**src/rtl/uart_tx_arbiter.sv**
```systemverilog
// uart_tx_arbiter: round-robin scheduler that lets four byte requesters
// share one uart_tx. It accepts one byte per frame and drives start/tx_data.
// After each frame it holds off for a stop-bit guard interval, so that
// back-to-back frames never shorten the stop bit.

module uart_tx_arbiter #(
    parameter int         REQ_NUM    = 4,
    parameter logic [8:0] GAP_CYCLES = 9'd434
) (
    input  logic                   clock_50M,
    input  logic                   n_rst,
    input  logic [REQ_NUM-1:0]     req,
    input  logic [8*REQ_NUM-1:0]   req_data,
    output logic [REQ_NUM-1:0]     ack,
    output logic                   tx_start,
    output logic [7:0]             tx_data,
    input  logic                   tx_ready,
    output logic [1:0]             grant_id,
    output logic                   busy
);

    typedef enum logic [1:0] {
        IDLE      = 2'd0,
        WAIT_BUSY = 2'd1,
        WAIT_DONE = 2'd2,
        GAP       = 2'd3
    } state_t;

    state_t             state;
    state_t             next_state;

    logic [1:0]         last_grant;
    logic [8:0]         gap_cnt;

    logic               pick_valid;
    logic [1:0]         pick_idx;
    logic [7:0]         pick_data;
    logic [REQ_NUM-1:0] pick_onehot;

    logic               grant_fire;
    logic               gap_load;
    logic               gap_step;
    logic               gap_last;

    // The guard interval ends on the cycle the counter reaches GAP_CYCLES-1.
    assign gap_last = (gap_cnt == (GAP_CYCLES - 9'd1));

    // Round-robin pick: scan upward from the requester after the last winner.
    // The last winner itself is checked last, so it only wins again when
    // nobody else is pending.
    always_comb begin
        logic [1:0] cand;
        pick_valid  = 1'b0;
        pick_idx    = last_grant;
        cand        = last_grant;
        for (int k = 1; k <= 4; k++) begin
            cand = last_grant + 2'(k);
            if (!pick_valid && req[cand]) begin
                pick_valid = 1'b1;
                pick_idx   = cand;
            end
        end
        pick_data   = req_data[{pick_idx, 3'b000} +: 8];
        pick_onehot = '0;
        pick_onehot[pick_idx] = 1'b1;
    end

    // State register.
    always_ff @(posedge clock_50M or negedge n_rst) begin
        if (!n_rst) begin
            state <= IDLE;
        end else begin
            state <= next_state;
        end
    end

    // Next-state logic. A grant needs an idle transmitter. The frame is
    // tracked as ready falling and then rising. The gap then runs its
    // full length.
    always_comb begin
        next_state = state;
        unique case (state)
            IDLE: begin
                if (tx_ready && pick_valid) begin
                    next_state = WAIT_BUSY;
                end
            end
            WAIT_BUSY: begin
                if (!tx_ready) begin
                    next_state = WAIT_DONE;
                end
            end
            WAIT_DONE: begin
                if (tx_ready) begin
                    next_state = GAP;
                end
            end
            GAP: begin
                if (gap_last) begin
                    next_state = IDLE;
                end
            end
            default: next_state = IDLE;
        endcase
    end

    // Output decode: the strobes that drive the registered datapath, plus busy.
    always_comb begin
        grant_fire = 1'b0;
        gap_load   = 1'b0;
        gap_step   = 1'b0;
        busy       = (state != IDLE);
        unique case (state)
            IDLE:      grant_fire = tx_ready && pick_valid;
            WAIT_BUSY: ;
            WAIT_DONE: gap_load   = tx_ready;
            GAP:       gap_step   = !gap_last;
            default:   ;
        endcase
    end

    // Registered outputs and pointer. start/ack are single-cycle pulses.
    // tx_data and grant_id hold until the next grant.
    always_ff @(posedge clock_50M or negedge n_rst) begin
        if (!n_rst) begin
            tx_start   <= 1'b0;
            ack        <= '0;
            tx_data    <= 8'h00;
            grant_id   <= 2'd0;
            last_grant <= 2'd3;
        end else begin
            tx_start <= grant_fire;
            ack      <= grant_fire ? pick_onehot : '0;
            if (grant_fire) begin
                tx_data    <= pick_data;
                grant_id   <= pick_idx;
                last_grant <= pick_idx;
            end
        end
    end

    // Guard-interval counter: cleared when the frame ends, then counts up
    // through the gap.
    always_ff @(posedge clock_50M or negedge n_rst) begin
        if (!n_rst) begin
            gap_cnt <= 9'd0;
        end else if (gap_load) begin
            gap_cnt <= 9'd0;
        end else if (gap_step) begin
            gap_cnt <= gap_cnt + 9'd1;
        end
    end

endmodule

```
**config.mk**
```make
export PLATFORM = sky130hd
export DESIGN_NAME = uart_tx_arbiter
export DESIGN_NICKNAME = d
export VERILOG_FILES = /design/src/rtl/uart_tx_arbiter.sv
export SDC_FILE = /design/constraint.sdc
export NUM_CORES = 1
export LEC_CHECK = 0
export CAP_MARGIN = 15
export CORE_MARGIN = 1.5
export CORE_UTILIZATION = 44
export DETAILED_ROUTE_END_ITERATION = 16
export PLACE_DENSITY = 0.86
export SYNTH_ARGS = -nofsm -noshare
export SYNTH_HDL_FRONTEND = slang
export SYNTH_SLANG_ARGS = --single-unit
```
**constraint.sdc**
```tcl
create_clock -name clock_50M -period 2.1 [get_ports clock_50M]
set_clock_uncertainty 0.05 [all_clocks]
set_input_delay 0.315 -clock clock_50M [delete_from_list [all_inputs] [get_ports clock_50M]]
set_output_delay 0.315 -clock clock_50M [all_outputs]
set_load 0.005 [all_outputs]
```
==> out/qor.tcl, run 1 <==
set qor(grt_pass1_vias) 1306
set qor(worst_ir_drop_vdd_mv) 0.5744
set qor(grt_max_degree) 29
set qor(yosys.cell_types.count) 32
set qor(wire_per_inst_microns) 14.32
set qor(detail_route.drc_violations) 0
set qor(die_area_sq_um) 3769
set qor(placementRows) 21
set qor(io_pins) 55
set qor(tritoncts) {built}
set qor(p_per_area_nw_per_um2) 1126
set qor(critical_path_peak_fanout) 6
set qor(h-tree-depth) 1
set qor(core_area_sq_um) 3311
set qor(setup_tns_ns) 0
set qor(cts_hold_buffers) 0
set qor(cp.arrival_ns) 2.21
set qor(num_antenna_cells) 0
set qor(synth.top_cells.by_area) {sky130_fd_sc_hd__dfrtp_1 43%, sky130_fd_sc_hd__mux2i_1 11%, sky130_fd_sc_hd__ha_1 5.0%, sky130_fd_sc_hd__nor2_1 4.8%, sky130_fd_sc_hd__o221ai_1 4.7%}
set qor(hold_slack_ns) 0.2858
set qor(layout.nets) 249
set qor(wirelength_microns) 3565
set qor(setup_viol) 0
set qor(drive_gt1_share_pct) 8.374
set qor(seq_area_frac_synth_pct) 46.87
set qor(syn_inst) 145
set qor(stage_delay_of_the_slowest_cell_on_the_critical_path_ns) 0.57
set qor(insertion_delay_ns) 0.33
set qor(crit_chain) {or4b_4 -> o21ai_4 -> nand2_2 -> a21oi_2 -> mux2_1}
set qor(cp_data_required_time_ns) 2.27
set qor(fin_crit_sh_pct) 97.03
set qor(dp.final_hpwl_microns) 2744
set qor(unrepaired_setup_endpoints_after_global_routing) {no}
set qor(route.antenna.remaining_nets) 0
set qor(clock_sinks) 28
set qor(worstSetupStartpointType) {flip-flop}
set qor(max_cap_viol_count) 0
set qor(total_power_mw) 2.463
set qor(gpl.final_weighted_congestion) 0.6906
set qor(power.leakage_nw) 1.001
set qor(detailed_place.area_sq_um) 2132
set qor(tritoncts.num_buffers) 3
set qor(fmaxAchievable_ghz) 0.4907
set qor(drtPass1Iterations) 4
set qor(stdcell_count) 249
set qor(syn_area_sq_um) 1500
set qor(avg_cell_area_syn_sq_um) 10.35
set qor(global_route.overflow_total) 0
set qor(critPathCaptureType) {flip-flop}
set qor(vias_per_cell) 5.285
set qor(synth.yosys.warnings) 0
set qor(slew_headroom_pct) 76.07
set qor(post-route-min-period_ns) 2.038
set qor(yosys.area.top_type_share_pct) 43.37
set qor(hold_class) {in2async}
set qor(gr-usage-all-layers_pct) 19.96
set qor(die_width_microns) 61.39
set qor(wire_length_of_the_first_global_routing_pass_microns) 5561
set qor(ys_seq_elements) 28
set qor(post-synth-top-area-cell) {sky130_fd_sc_hd__dfrtp_1}
set qor(drt_first_iter_violations) 50
set qor(status) {completed}
set qor(clock_tree.buffer_depth) 2
set qor(cts_root_buf) {sky130_fd_sc_hd__clkbuf_4}
set qor(floorplan.initialDensity_pct) 45.31
set qor(input_output_buffers) 54
set qor(clk_transition_reported_paths_ns) 0.15
set qor(grt_antenna_before_repair) 0
set qor(synthToLayoutAreaGrowth_pct) 45.79
set qor(cp_slowest_cell) {sky130_fd_sc_hd__or4b_4}
set qor(timing.final.hold_violations) 0
set qor(report.final.slew_viol_count) 0
set qor(criticalPathCategory) {reg2reg}
set qor(die_span_y_microns) 61.39
set qor(design_area_sq_um) 2187
set qor(dr_total_vias) 1316
set qor(fillerInstances) 277
set qor(postSynthNetCount) 190
set qor(placedCellCount) 245
set qor(tightest_slew_ns) 0.3580
[timing repair]
| action | CTS | global route |
|---|---|---|
| endpoints found under the setup margin | 0 | 1 |
| gates resized for setup | 0 | 1 |
| buffers inserted | 0 | 0 |
[metrics by stage]
step                      setup WS [ns]  utilization [%]
after floorplan                  0.2703                -
after global placement          0.05551            64.40
after detailed placement       -0.05143            64.40
after CTS                       0.06816            65.99
after global routing            0.01435            66.06
final                           0.06227            66.06
[cells by family (layout without fill, tap and decap cells)]
group	Yosys count	in the layout	share of synthesized area, %
buffers and inverters	14	72	4.086
adders and majority gates	6	6	5.004
AOI/OAI and AO/OA	21	21	11.76
xor gates and xnor gates	8	8	4.670
muxes	18	18	12.09
and+or+nand+nor	50	50	15.51
DFF	28	28	46.87
[where the power goes]
group,total (mW),switching [mW],internal (mW)
Combinational,1.22,0.560,0.662
Sequential,0.890,0.154,0.736
Clock,0.350,0.157,0.193
Total,2.46,0.871,1.59
[worst max-delay path: cells and delay by family, from the launching register on]
| family | cells | cell delay [ns] |
|---|---|---|
| simple gates | 2 | 0.67 |
| compound gates | 2 | 0.42 |
| mux | 1 | 0.35 |
| flops | 1 | 0.43 |
[cell usage after synthesis]
| cell type | n |
|---|---|
| sky130_fd_sc_hd__a21oi_1 | 4 |
| sky130_fd_sc_hd__a21oi_2 | 1 |
| sky130_fd_sc_hd__a221oi_2 | 1 |
| sky130_fd_sc_hd__and2_1 | 1 |
| sky130_fd_sc_hd__and3_1 | 2 |
| sky130_fd_sc_hd__buf_2 | 1 |
| sky130_fd_sc_hd__buf_4 | 2 |
| sky130_fd_sc_hd__clkbuf_1 | 2 |
| sky130_fd_sc_hd__clkinv_1 | 1 |
| sky130_fd_sc_hd__dfrtp_1 | 26 |
| sky130_fd_sc_hd__dfstp_2 | 2 |
| sky130_fd_sc_hd__ha_1 | 6 |
| sky130_fd_sc_hd__inv_1 | 8 |
| sky130_fd_sc_hd__mux2_1 | 1 |
| sky130_fd_sc_hd__mux2i_1 | 17 |
| sky130_fd_sc_hd__nand2_1 | 16 |
| sky130_fd_sc_hd__nand2_2 | 1 |
| sky130_fd_sc_hd__nand2b_1 | 4 |
| sky130_fd_sc_hd__nand3_1 | 3 |
| sky130_fd_sc_hd__nand4_1 | 2 |
| sky130_fd_sc_hd__nor2_1 | 19 |
| sky130_fd_sc_hd__nor4bb_1 | 1 |
| sky130_fd_sc_hd__o2111a_1 | 1 |
| sky130_fd_sc_hd__o211ai_1 | 1 |
| sky130_fd_sc_hd__o21a_1 | 1 |
| sky130_fd_sc_hd__o21ai_0 | 2 |
| sky130_fd_sc_hd__o21ai_4 | 1 |
| sky130_fd_sc_hd__o221ai_1 | 8 |
| sky130_fd_sc_hd__o32a_1 | 1 |
| sky130_fd_sc_hd__or4b_4 | 1 |
| sky130_fd_sc_hd__xnor2_1 | 4 |
| sky130_fd_sc_hd__xor2_1 | 4 |
[layout by cell type, fill, tap and decap left out, drive strengths merged, types with 2 or more instances in the layout]
cell type	count
clkdlybuf4s50	54
dfrtp	26
nor2	19
mux2i	17
nand2	17
inv	8
o221ai	8
ha	6
a21oi	5
buf	5
nand2b	4
xnor2	4
xor2	4
nand3	3
clkbuf	3
o21ai	3
nand4	2
and3	2
dfstp	2
[path summary, 6_finish.rpt]
check                                   startpoint                        end  slack, ns  cells after the start
max                         gap_cnt[6]$_DFFE_PN0P_       state[1]$_DFFE_PN0P_       0.06                      5
min                                          n_rst     gap_cnt[1]$_DFFE_PN0P_       0.29                      2
max reg2reg                 gap_cnt[6]$_DFFE_PN0P_       state[1]$_DFFE_PN0P_       0.06                      5
min reg2reg                grant_id[1]$_DFFE_PN0P_    grant_id[1]$_DFFE_PN0P_       0.46                      2
max in group asynchronous                    n_rst  last_grant[1]$_DFFE_PN1P_       1.41                      2
min in group clock_50M     grant_id[1]$_DFFE_PN0P_    grant_id[1]$_DFFE_PN0P_       0.46                      2
[per-layer routing]
metal	wire length [microns]	GRT usage (%)	up-vias
met1	1415	24.83	640
li1	-	-	620
met3	152	3.151	6
met4	51	8.511	0
met2	1946	34.50	50
met5	0	0	-
[flip-flops by register name (all words and copies together) (netlist names)]
register,count
tx_start,1
ack,4
state,2
tx_data,8
last_grant,2
grant_id,2
gap_cnt,9
[layout make-up]
class	count	area (sq um)	share of cell area (%)
Tap cell	46	57.56	2.632
Inverter	9	33.78	1.545
Multi-Input combinational cell	103	749.5	34.27
Timing Repair Buffer	59	590.6	27.00
Clock buffer	3	22.52	1.030
Sequential cell	28	703.2	32.15
Clock inverter	1	30.03	1.373
Note: power is estimated with default switching activity, not from simulation.
==> run 2: changes to the inputs <==
--- a/config.mk
+++ b/config.mk
@@ -10,6 +10,7 @@
 export CORE_UTILIZATION = 44
 export DETAILED_ROUTE_END_ITERATION = 16
 export PLACE_DENSITY = 0.86
+export SLEW_MARGIN = 30
 export SYNTH_ARGS = -nofsm -noshare
 export SYNTH_HDL_FRONTEND = slang
 export SYNTH_SLANG_ARGS = --single-unit
==> results of run 2 <==
Same layout as run 1: the final DEF is identical, and so are final timing and power.
